[src/rtl/uart_regfile.sv]
// uart_regfile: UART register file with TX/RX byte FIFOs behind the APB front-end.
// Optional build macro UART_REGFILE_IRQ_EN adds the INT_EN register at 0x010
// and a registered interrupt output; without it 0x010 is unmapped and irq is 0.
module uart_regfile #(
   parameter int unsigned DEPTH    = 16,
   parameter logic [15:0] BAUD_RST = 16'd27
) (
   input  logic        pclk,
   input  logic        prst_n,
   input  logic [11:0] waddr,
   input  logic [31:0] wdata,
   input  logic        wr_en,
   input  logic [11:0] raddr,
   input  logic        rd_en,
   output logic [31:0] rdata,
   output logic        rack,
   output logic        wack,
   output logic        raddrerr,
   output logic        waddrerr,
   output logic [7:0]  tx_data,
   output logic        tx_valid,
   input  logic        tx_ready,
   input  logic [7:0]  rx_data,
   input  logic        rx_valid,
   output logic [7:0]  cfg_ctrl,
   output logic [15:0] cfg_baud,
   output logic        irq
);

   localparam int unsigned    AW        = $clog2(DEPTH);
   localparam int unsigned    LW        = AW + 1;
   localparam logic [LW-1:0]  FULL_LVL  = LW'(DEPTH);
   localparam logic [LW-1:0]  ZERO_LVL  = LW'(1'b0);
   localparam logic [11:0]    ADDR_DATA   = 12'h000;
   localparam logic [11:0]    ADDR_STATUS = 12'h004;
   localparam logic [11:0]    ADDR_CTRL   = 12'h008;
   localparam logic [11:0]    ADDR_BAUD   = 12'h00C;
`ifdef UART_REGFILE_IRQ_EN
   localparam logic [11:0]    ADDR_INT_EN = 12'h010;
`endif

   // state
   logic          wr_en_q_r;
   logic [7:0]    tx_mem_r [DEPTH];
   logic [7:0]    rx_mem_r [DEPTH];
   logic [AW-1:0] tx_wptr_r, tx_rptr_r, rx_wptr_r, rx_rptr_r;
   logic [LW-1:0] tx_level_r, rx_level_r;
   logic          tx_ovf_r, rx_ovr_r;
   logic [7:0]    ctrl_r;
   logic [15:0]   baud_r;
`ifdef UART_REGFILE_IRQ_EN
   logic [3:0]    int_en_r;
   logic          irq_r;
`endif

   // combinational
   logic          commit_s;
   logic          tx_empty_s, tx_full_s, rx_empty_s, rx_full_s;
   logic          tx_valid_s, tx_pop_s, tx_push_s, tx_ovf_set_s;
   logic          rx_push_req_s, rx_pop_s, rx_push_s, rx_ovr_set_s;
   logic          wr_data_s, wr_status_s, wr_ctrl_s, wr_baud_s, wr_int_en_s, wr_unmapped_s;
   logic          rd_data_s, raddrerr_s;
   logic [31:0]   rdata_s, status_s;
   logic          unused_ok_s;

   assign unused_ok_s = ^{1'b0, wdata[31:16]};

   // A transfer commits only on the first cycle of the two-cycle wr_en pulse.
   assign commit_s   = wr_en & ~wr_en_q_r;

   assign tx_empty_s = (tx_level_r == ZERO_LVL);
   assign tx_full_s  = (tx_level_r == FULL_LVL);
   assign rx_empty_s = (rx_level_r == ZERO_LVL);
   assign rx_full_s  = (rx_level_r == FULL_LVL);

   assign tx_valid_s = ctrl_r[0] & ~tx_empty_s;
   assign tx_pop_s   = tx_valid_s & tx_ready;
   // A full FIFO still takes the byte when the head leaves in the same cycle.
   assign tx_push_s    = wr_data_s & (~tx_full_s | tx_pop_s);
   assign tx_ovf_set_s = wr_data_s & tx_full_s & ~tx_pop_s;

   assign rx_push_req_s = rx_valid & ctrl_r[1];
   assign rx_pop_s      = rd_data_s & ~rx_empty_s;
   assign rx_push_s     = rx_push_req_s & (~rx_full_s | rx_pop_s);
   assign rx_ovr_set_s  = rx_push_req_s & rx_full_s & ~rx_pop_s;

   assign status_s = {8'h00, 8'(rx_level_r), 8'(tx_level_r), 2'b00,
                      tx_ovf_r, rx_ovr_r, rx_empty_s, rx_full_s, tx_empty_s, tx_full_s};

   // Write address decode, qualified by the commit pulse.
   always_comb begin
      wr_data_s     = 1'b0;
      wr_status_s   = 1'b0;
      wr_ctrl_s     = 1'b0;
      wr_baud_s     = 1'b0;
      wr_int_en_s   = 1'b0;
      wr_unmapped_s = 1'b0;
      if (commit_s) begin
         case (waddr)
            ADDR_DATA:   wr_data_s   = 1'b1;
            ADDR_STATUS: wr_status_s = 1'b1;
            ADDR_CTRL:   wr_ctrl_s   = 1'b1;
            ADDR_BAUD:   wr_baud_s   = 1'b1;
`ifdef UART_REGFILE_IRQ_EN
            ADDR_INT_EN: wr_int_en_s = 1'b1;
`endif
            default:     wr_unmapped_s = 1'b1;
         endcase
      end else begin
         wr_unmapped_s = 1'b0;
      end
   end

   // Zero-wait-state read mux; everything reads as zero while rd_en is low.
   always_comb begin
      rdata_s    = 32'h0000_0000;
      raddrerr_s = 1'b0;
      rd_data_s  = 1'b0;
      if (rd_en) begin
         case (raddr)
            ADDR_DATA: begin
               rd_data_s = 1'b1;
               if (rx_empty_s) begin
                  rdata_s = 32'h0000_0000;
               end else begin
                  rdata_s = {24'h00_0000, rx_mem_r[rx_rptr_r]};
               end
            end
            ADDR_STATUS: rdata_s = status_s;
            ADDR_CTRL:   rdata_s = {24'h00_0000, ctrl_r};
            ADDR_BAUD:   rdata_s = {16'h0000, baud_r};
`ifdef UART_REGFILE_IRQ_EN
            ADDR_INT_EN: rdata_s = {28'h000_0000, int_en_r};
`endif
            default:     raddrerr_s = 1'b1;
         endcase
      end else begin
         rdata_s = 32'h0000_0000;
      end
   end

   assign rdata    = rdata_s;
   assign rack     = rd_en;
   assign raddrerr = raddrerr_s;
   assign wack     = commit_s;
   assign waddrerr = wr_unmapped_s | tx_ovf_set_s;
   assign tx_valid = tx_valid_s;
   assign tx_data  = tx_empty_s ? 8'h00 : tx_mem_r[tx_rptr_r];
   assign cfg_ctrl = ctrl_r;
   assign cfg_baud = baud_r;

   // Delayed copy of wr_en for rising-edge detection.
   always_ff @(posedge pclk or negedge prst_n) begin
      if (!prst_n) wr_en_q_r <= 1'b0;
      else         wr_en_q_r <= wr_en;
   end

   // TX FIFO pointers and level.
   always_ff @(posedge pclk or negedge prst_n) begin
      if (!prst_n) begin
         tx_wptr_r  <= AW'(1'b0);
         tx_rptr_r  <= AW'(1'b0);
         tx_level_r <= ZERO_LVL;
      end else begin
         if (tx_push_s) tx_wptr_r <= tx_wptr_r + AW'(1'b1);
         if (tx_pop_s)  tx_rptr_r <= tx_rptr_r + AW'(1'b1);
         case ({tx_push_s, tx_pop_s})
            2'b10:   tx_level_r <= tx_level_r + LW'(1'b1);
            2'b01:   tx_level_r <= tx_level_r - LW'(1'b1);
            default: tx_level_r <= tx_level_r;
         endcase
      end
   end

   // RX FIFO pointers and level.
   always_ff @(posedge pclk or negedge prst_n) begin
      if (!prst_n) begin
         rx_wptr_r  <= AW'(1'b0);
         rx_rptr_r  <= AW'(1'b0);
         rx_level_r <= ZERO_LVL;
      end else begin
         if (rx_push_s) rx_wptr_r <= rx_wptr_r + AW'(1'b1);
         if (rx_pop_s)  rx_rptr_r <= rx_rptr_r + AW'(1'b1);
         case ({rx_push_s, rx_pop_s})
            2'b10:   rx_level_r <= rx_level_r + LW'(1'b1);
            2'b01:   rx_level_r <= rx_level_r - LW'(1'b1);
            default: rx_level_r <= rx_level_r;
         endcase
      end
   end

   // FIFO storage; contents are don't-care until the level covers them.
   always_ff @(posedge pclk) begin
      if (tx_push_s) tx_mem_r[tx_wptr_r] <= wdata[7:0];
      if (rx_push_s) rx_mem_r[rx_wptr_r] <= rx_data;
   end

   // Sticky error flags; a new event in the same cycle beats a W1C clear.
   always_ff @(posedge pclk or negedge prst_n) begin
      if (!prst_n) begin
         tx_ovf_r <= 1'b0;
         rx_ovr_r <= 1'b0;
      end else begin
         if (tx_ovf_set_s)                tx_ovf_r <= 1'b1;
         else if (wr_status_s & wdata[5]) tx_ovf_r <= 1'b0;
         if (rx_ovr_set_s)                rx_ovr_r <= 1'b1;
         else if (wr_status_s & wdata[4]) rx_ovr_r <= 1'b0;
      end
   end

   // Configuration registers.
   always_ff @(posedge pclk or negedge prst_n) begin
      if (!prst_n) begin
         ctrl_r <= 8'h00;
         baud_r <= BAUD_RST;
      end else begin
         if (wr_ctrl_s) ctrl_r <= wdata[7:0];
         if (wr_baud_s) baud_r <= wdata[15:0];
      end
   end

`ifdef UART_REGFILE_IRQ_EN
   // Interrupt enables and the registered interrupt line.
   always_ff @(posedge pclk or negedge prst_n) begin
      if (!prst_n) begin
         int_en_r <= 4'h0;
         irq_r    <= 1'b0;
      end else begin
         if (wr_int_en_s) int_en_r <= wdata[3:0];
         irq_r <= |(int_en_r & {tx_ovf_r, rx_ovr_r, tx_empty_s, ~rx_empty_s});
      end
   end
   assign irq = irq_r;
`else
   assign irq = 1'b0;
`endif

endmodule

[config.mk]
export PLATFORM = sky130hd
export DESIGN_NAME = uart_regfile
export DESIGN_NICKNAME = d
export VERILOG_FILES = /design/src/rtl/uart_regfile.sv
export SDC_FILE = /design/constraint.sdc
export NUM_CORES = 1
export LEC_CHECK = 0
export CELL_PAD_IN_SITES_DETAIL_PLACEMENT = 1
export CELL_PAD_IN_SITES_GLOBAL_PLACEMENT = 2
export CORE_ASPECT_RATIO = 0.7
export CORE_MARGIN = 2
export CORE_UTILIZATION = 45
export CTS_CLUSTER_DIAMETER = 50
export DETAILED_ROUTE_END_ITERATION = 16
export PLACE_DENSITY = 0.86
export REMOVE_ABC_BUFFERS = 1
export SETUP_SLACK_MARGIN = 0.15
export SLEW_MARGIN = 5
export SYNTH_ARGS = -nofsm -noshare
export SYNTH_HDL_FRONTEND = slang
export SYNTH_SLANG_ARGS = --single-unit
[constraint.sdc]
create_clock -name pclk -period 5.1 [get_ports pclk]
set_input_delay 0.765 -clock pclk [delete_from_list [all_inputs] [get_ports pclk]]
set_output_delay 0.765 -clock pclk [all_outputs]
set_load 0.03 [all_outputs]
Word-level counts from Yosys, hierarchy flattened
Memory sizes are Yosys's and may differ from the RTL's.
Index checks and enable logic that the tools add are counted.
- output and inout port bits: 70
- input bits: 70
- memory bits (writable): 256
- word-level logic and storage cells: 94
- register bits after elaboration: 53
- memories kept: 2
- $add $sub $neg: 8
- reductions and logical operators: 10
- multiplexer cells: 28
- bitwise operators: 23
- equal/unequal tests: 12
- memory list (memory ; words ; width ; rd ports ; clocked after memory_dff ; write ports ; line ; RTL):
    rx_mem_r ; 16 ; 8 ; 1 ; 0 ; 1 ; 45 ; logic [7:0] rx_mem_r [DEPTH];
    tx_mem_r ; 16 ; 8 ; 1 ; 0 ; 1 ; 44 ; logic [7:0] tx_mem_r [DEPTH];
- operators by type and width (kind ; number):
    21-bit one-hot mux with 4 select lines ; 1
    12-bit by 4-bit == test with 1-bit output, second input constant ; 4
    32-bit 2-to-1 mux ; 1
    12-bit by 3-bit == test with 1-bit output, second input constant ; 2
    12-bit zero test ; 2
    1-bit 2-to-1 mux ; 22
    5-bit one-hot mux with 2 select lines ; 2
    4-bit by 1-bit adder with 4-bit output, second input constant ; 4
    8-bit 2-to-1 mux ; 2
    1-bit bitwise AND ; 13
    5-bit by 1-bit adder with 5-bit output, second input constant ; 2
    5-bit == test, second input constant ; 2
    5-bit zero test ; 2
    5-bit by 1-bit subtractor with 5-bit output, second input constant ; 2
    2-bit nonzero test ; 4
    4-bit OR reduction ; 2
    1-bit inverter ; 7
    2-bit by 1-bit == test with 1-bit output, second input constant ; 2
    2-bit == test, second input constant ; 2
    1-bit OR ; 3

Depth between registers and ports, before layout
- word-level depth: 8
- gate-level depth with buffers: 12
- gate-level depth less buffers: 11

Worst setup path after synthesis
Ideal clock, no wire load.
- path type: input port to output port
- start: in raddr[7]
- end: out rdata[3]
- setup slack: 2.075 ns
- arrival time: 2.260 ns
- cell stages on the path: 4
- buffers on the path: 0
- required time: 4.335 ns
- cell sequence: nor4_1 -> and3_1 -> nand2_1 -> a221oi_1
- word-level cells in the longest chain between the ends: 3
- elaborated cells between the ends (all ways): 6
- classes of those cells: eq/ne (3); mux (2); reduce/logical (1)
- ends and longest elaborated chain (element ; line ; RTL):
    start, declared ; 13 ; input logic [11:0] raddr,
    12-bit by 4-bit == test with 1-bit output, or another cell as far along ; 120 ; case (raddr)
    21-bit one-hot mux with 4 select lines * ; 120 ;
    32-bit 2-to-1 mux * ; 119 ; if (rd_en) begin
    end, declared ; 15 ; output logic [31:0] rdata,
Mark *: on every way between the ends. The rest lies on a longest branch, timed or not.

Final worst setup path
- start: reg rx_rptr_r[0]
- end: out rdata[7]
- word-level cells in the longest chain between the ends: 4
- ends and longest elaborated chain (element ; line ; RTL):
    start, declared ; 46 ; logic [AW-1:0] tx_wptr_r, tx_rptr_r, rx_wptr_r, rx_rptr_r;
    start signal, assigned ; 179 ; rx_rptr_r <= AW'(1'b0);
    start signal, assigned ; 183 ; if (rx_pop_s) rx_rptr_r <= rx_rptr_r + AW'(1'b1);
    memory 16 x 8 bit ; -- ;
    8-bit 2-to-1 mux ; 123 ; if (rx_empty_s) begin
    21-bit one-hot mux with 4 select lines ; 120 ;
    32-bit 2-to-1 mux ; 119 ;
No other way between the ends.

==> flow_summary.json <==
{
  "cap_violations": 0,
  "p_seq_frac": 0.549,
  "crit_fanout": 26,
  "critPathRequiredTime_ns": 4.34,
  "drive_gt1_frac": 0.223,
  "intPower_mw": 3.93,
  "h-tree-depth": 1,
  "wl_per_cell_um": 24.5,
  "final_nets": 958,
  "final_max_slew_viol_count": 0,
  "p_leak_nw": 5.26,
  "fp.dieW_um": 208,
  "portBuffers": 111,
  "finalHoldViolCount": 0,
  "final_cell_mix": "edfxtp_1, clkdlybuf4s50_1, mux4_2, dfrtp_1, nor2_1",
  "final_common_cell": "edfxtp_1",
  "dieHeight_um": 147,
  "diodes": 0,
  "cts_hold_buf": 0,
  "die-area_um2": 30500,
  "switching_power_mw": 1.06,
  "postRouteAntennaNets": 0,
  "drt_iter0_drc": 628,
  "yosysWarnings": 0,
  "io_pins": 140,
  "post_cts_buffers": 0,
  "cts.clk_slew.worst_paths_ns": 0.06,
  "cp-start-kind": "register",
  "finalSetupViolCount": 0,
  "overflow": 0,
  "clockRootBuffer": "clkbuf_16",
  "grt_pass1_vias": 7667,
  "synth_area_um2": 13100,
  "cts.repair.resized": 0,
  "dr.pass1.iters": 5,
  "grt_max_degree": 54,
  "layout_min_cycle_time_ns": 4.51,
  "pwr_density_cell_nw_per_um2": 321,
  "yosysSeqAreaShare": 0.689,
  "synth_area_leaders": "edfxtp_1, mux4_2, dfrtp_1",
  "floorplan.initialDensity": 0.455,
  "yosysUniqueCellTypes": 61,
  "power_frac_comb": 0.026,
  "avgViaCountPerCell": 5.67,
  "ys_ff_latch": 309,
  "rows": 52,
  "grt_pass1_wl_um": 47900,
  "drcViolationCount": 0,
  "slew_headroom": 0.287,
  "dp_hpwl_um": 21100,
  "worst_pin_slew_ns": 1.07,
  "post_synth.cell_area_avg_um2": 17.6,
  "cts_tree": "yes",
  "fin_setup_tns_ns": 0,
  "cts_sinks": 309,
  "rsz0062_at_grt": "false",
  "max_freq_mhz": 222,
  "outcome": "finished clean",
  "cp-end-kind": "output pin",
  "clockPowerShare": 0.425,
  "place_congestion": 0.806,
  "core_area_um2": 28800,
  "finClkSkew_ns": 0.0114,
  "instances_no_fill": 1275,
  "yosysTopAreaCell": "edfxtp_1",
  "areaGrowthSynthToFinish_pct": 18.9,
  "vias": 7226,
  "critPathArrivalTime_ns": 3.75,
  "antenna_found_initial": 0,
  "placedCellCount": 1218,
  "clkLatencyLatePin_ns": 0.55,
  "p_sw_frac": 0.212,
  "synthFlopType": "edfxtp_1",
  "grt_util_all_layers": 0.207,
  "critical_path_class": "reg -> out",
  "irDropWorstVdd_v": 0.000277,
  "clock_path_buffers": 3,
  "async_reset_ff_frac": 0.172,
  "holdCritPathClass": "in -> async",
  "wl_um": 31300,
  "numCtsBuffers": 31,
  "synth_edf_count": 256,
  "synth_top_area_frac": 0.587,
  "fin_crit_sh": 0.885,
  "syn_inst": 745
}
## worst max-delay path, cell delays in order, from the launching register on
cell	delay [ns]
dfrtp_2	0.94
buf_4	0.31
mux4_2	0.50
mux2_2	0.28
a21oi_1	0.32
o22ai_1	0.20
clkdlybuf4s50_1	0.63
## final cells by class
type | instances | area [µm²]
Fill cell | 2684 | 13200
Timing Repair Buffer | 134 | 1280
Sequential cell | 309 | 9020
Tap cell | 378 | 473
Multi-Input combinational cell | 387 | 3810
Clock buffer | 33 | 803
Inverter | 10 | 37.5
Clock inverter | 24 | 140
## state kept, by name (all words and copies together) (netlist names), 5 cells and up
name and count:
cfg_baud 16, rx_mem_r 128, tx_level_r 5, rx_level_r 5, tx_mem_r 128, cfg_ctrl 8
## metrics by stage
step           worst slack (ns)  hold WS [ns]  total power [mW]   util  area (µm²)
6_report                  0.586         0.344              4.99  0.541       15600
5_1_grt                   0.362         0.401              5.12  0.541       15600
4_1_cts                   0.526         0.378              5.02  0.541       15600
3_5_place_dp              0.903         0.490              2.92  0.508       14600
3_3_place_gp               1.05         0.478              2.92  0.508       14600
2_1_floorplan              1.50         0.457              2.82      -       12900
## final timing paths
| path | start | end | slack (ns) | cells past startpoint |
|---|---|---|---|---|
| hold / removal | prst_n | tx_rptr_r[3] | 0.34 | 2 |
| hold reg to reg | rx_ovr_r | rx_ovr_r | 0.50 | 1 |
| setup / recovery | rx_rptr_r[0] | rdata[7] | 0.59 | 6 |
| setup reg to reg | tx_level_r[1] | tx_level_r[4] | 1.62 | 12 |
| min in group pclk | rx_ovr_r | rx_ovr_r | 0.50 | 1 |
| max in group asynchronous | prst_n | rx_rptr_r[0] | 4.22 | 2 |
## layer usage
layer,wire length (µm),vias up,part of all wire,GRT usage
met5,0,-,0,0
met4,482,0,0.015,0.0408
met3,2020,37,0.064,0.0342
met2,14200,232,0.45,0.316
met1,14600,3787,0.47,0.317
li1,-,3170,-,-
## synth_stat cells, types with 2 or more instances
master and number:
xor2_1 7, nor3_1 12, nor4_2 3, o22ai_1 9, mux4_2 70, a21o_1 2
a21oi_1 13, and2_1 10, buf_1 5, dfrtp_1 49, nand2b_1 2, mux2i_1 19
nand4_1 6, xnor2_1 14, ha_1 14, mux2_2 37, and3_1 9, buf_4 15
nand2_1 29, a22oi_1 4, buf_2 12, dfstp_2 4, nor4_1 4, o21a_1 2
nor2_1 43, a32oi_1 2, nand3_1 12, edfxtp_1 256, inv_1 10, clkbuf_1 17
nor3b_1 3, o21ai_0 6, or3_1 2, o211ai_1 2, nor2b_1 15
## power groups by stage
stage / clock (mW) / sequential, mW / combinational [mW]
floorplan: 0 / 2.79 / 0.0277
global placement: 0 / 2.79 / 0.123
detailed placement: 0 / 2.79 / 0.128
CTS: 2.16 / 2.74 / 0.128
global route: 2.25 / 2.74 / 0.137
finish: 2.12 / 2.74 / 0.127
## cell families after synthesis
| family | synth area share |
|---|---|
| mux | 0.168 |
| flops | 0.689 |
| simple gates | 0.0640 |
| other cells | 0.000286 |
| xor+xnor | 0.0140 |
| fa+ha+maj | 0.0149 |
| buf+inv | 0.0232 |
| compound gates | 0.0269 |
Note: power is estimated with default switching activity, not from simulation.
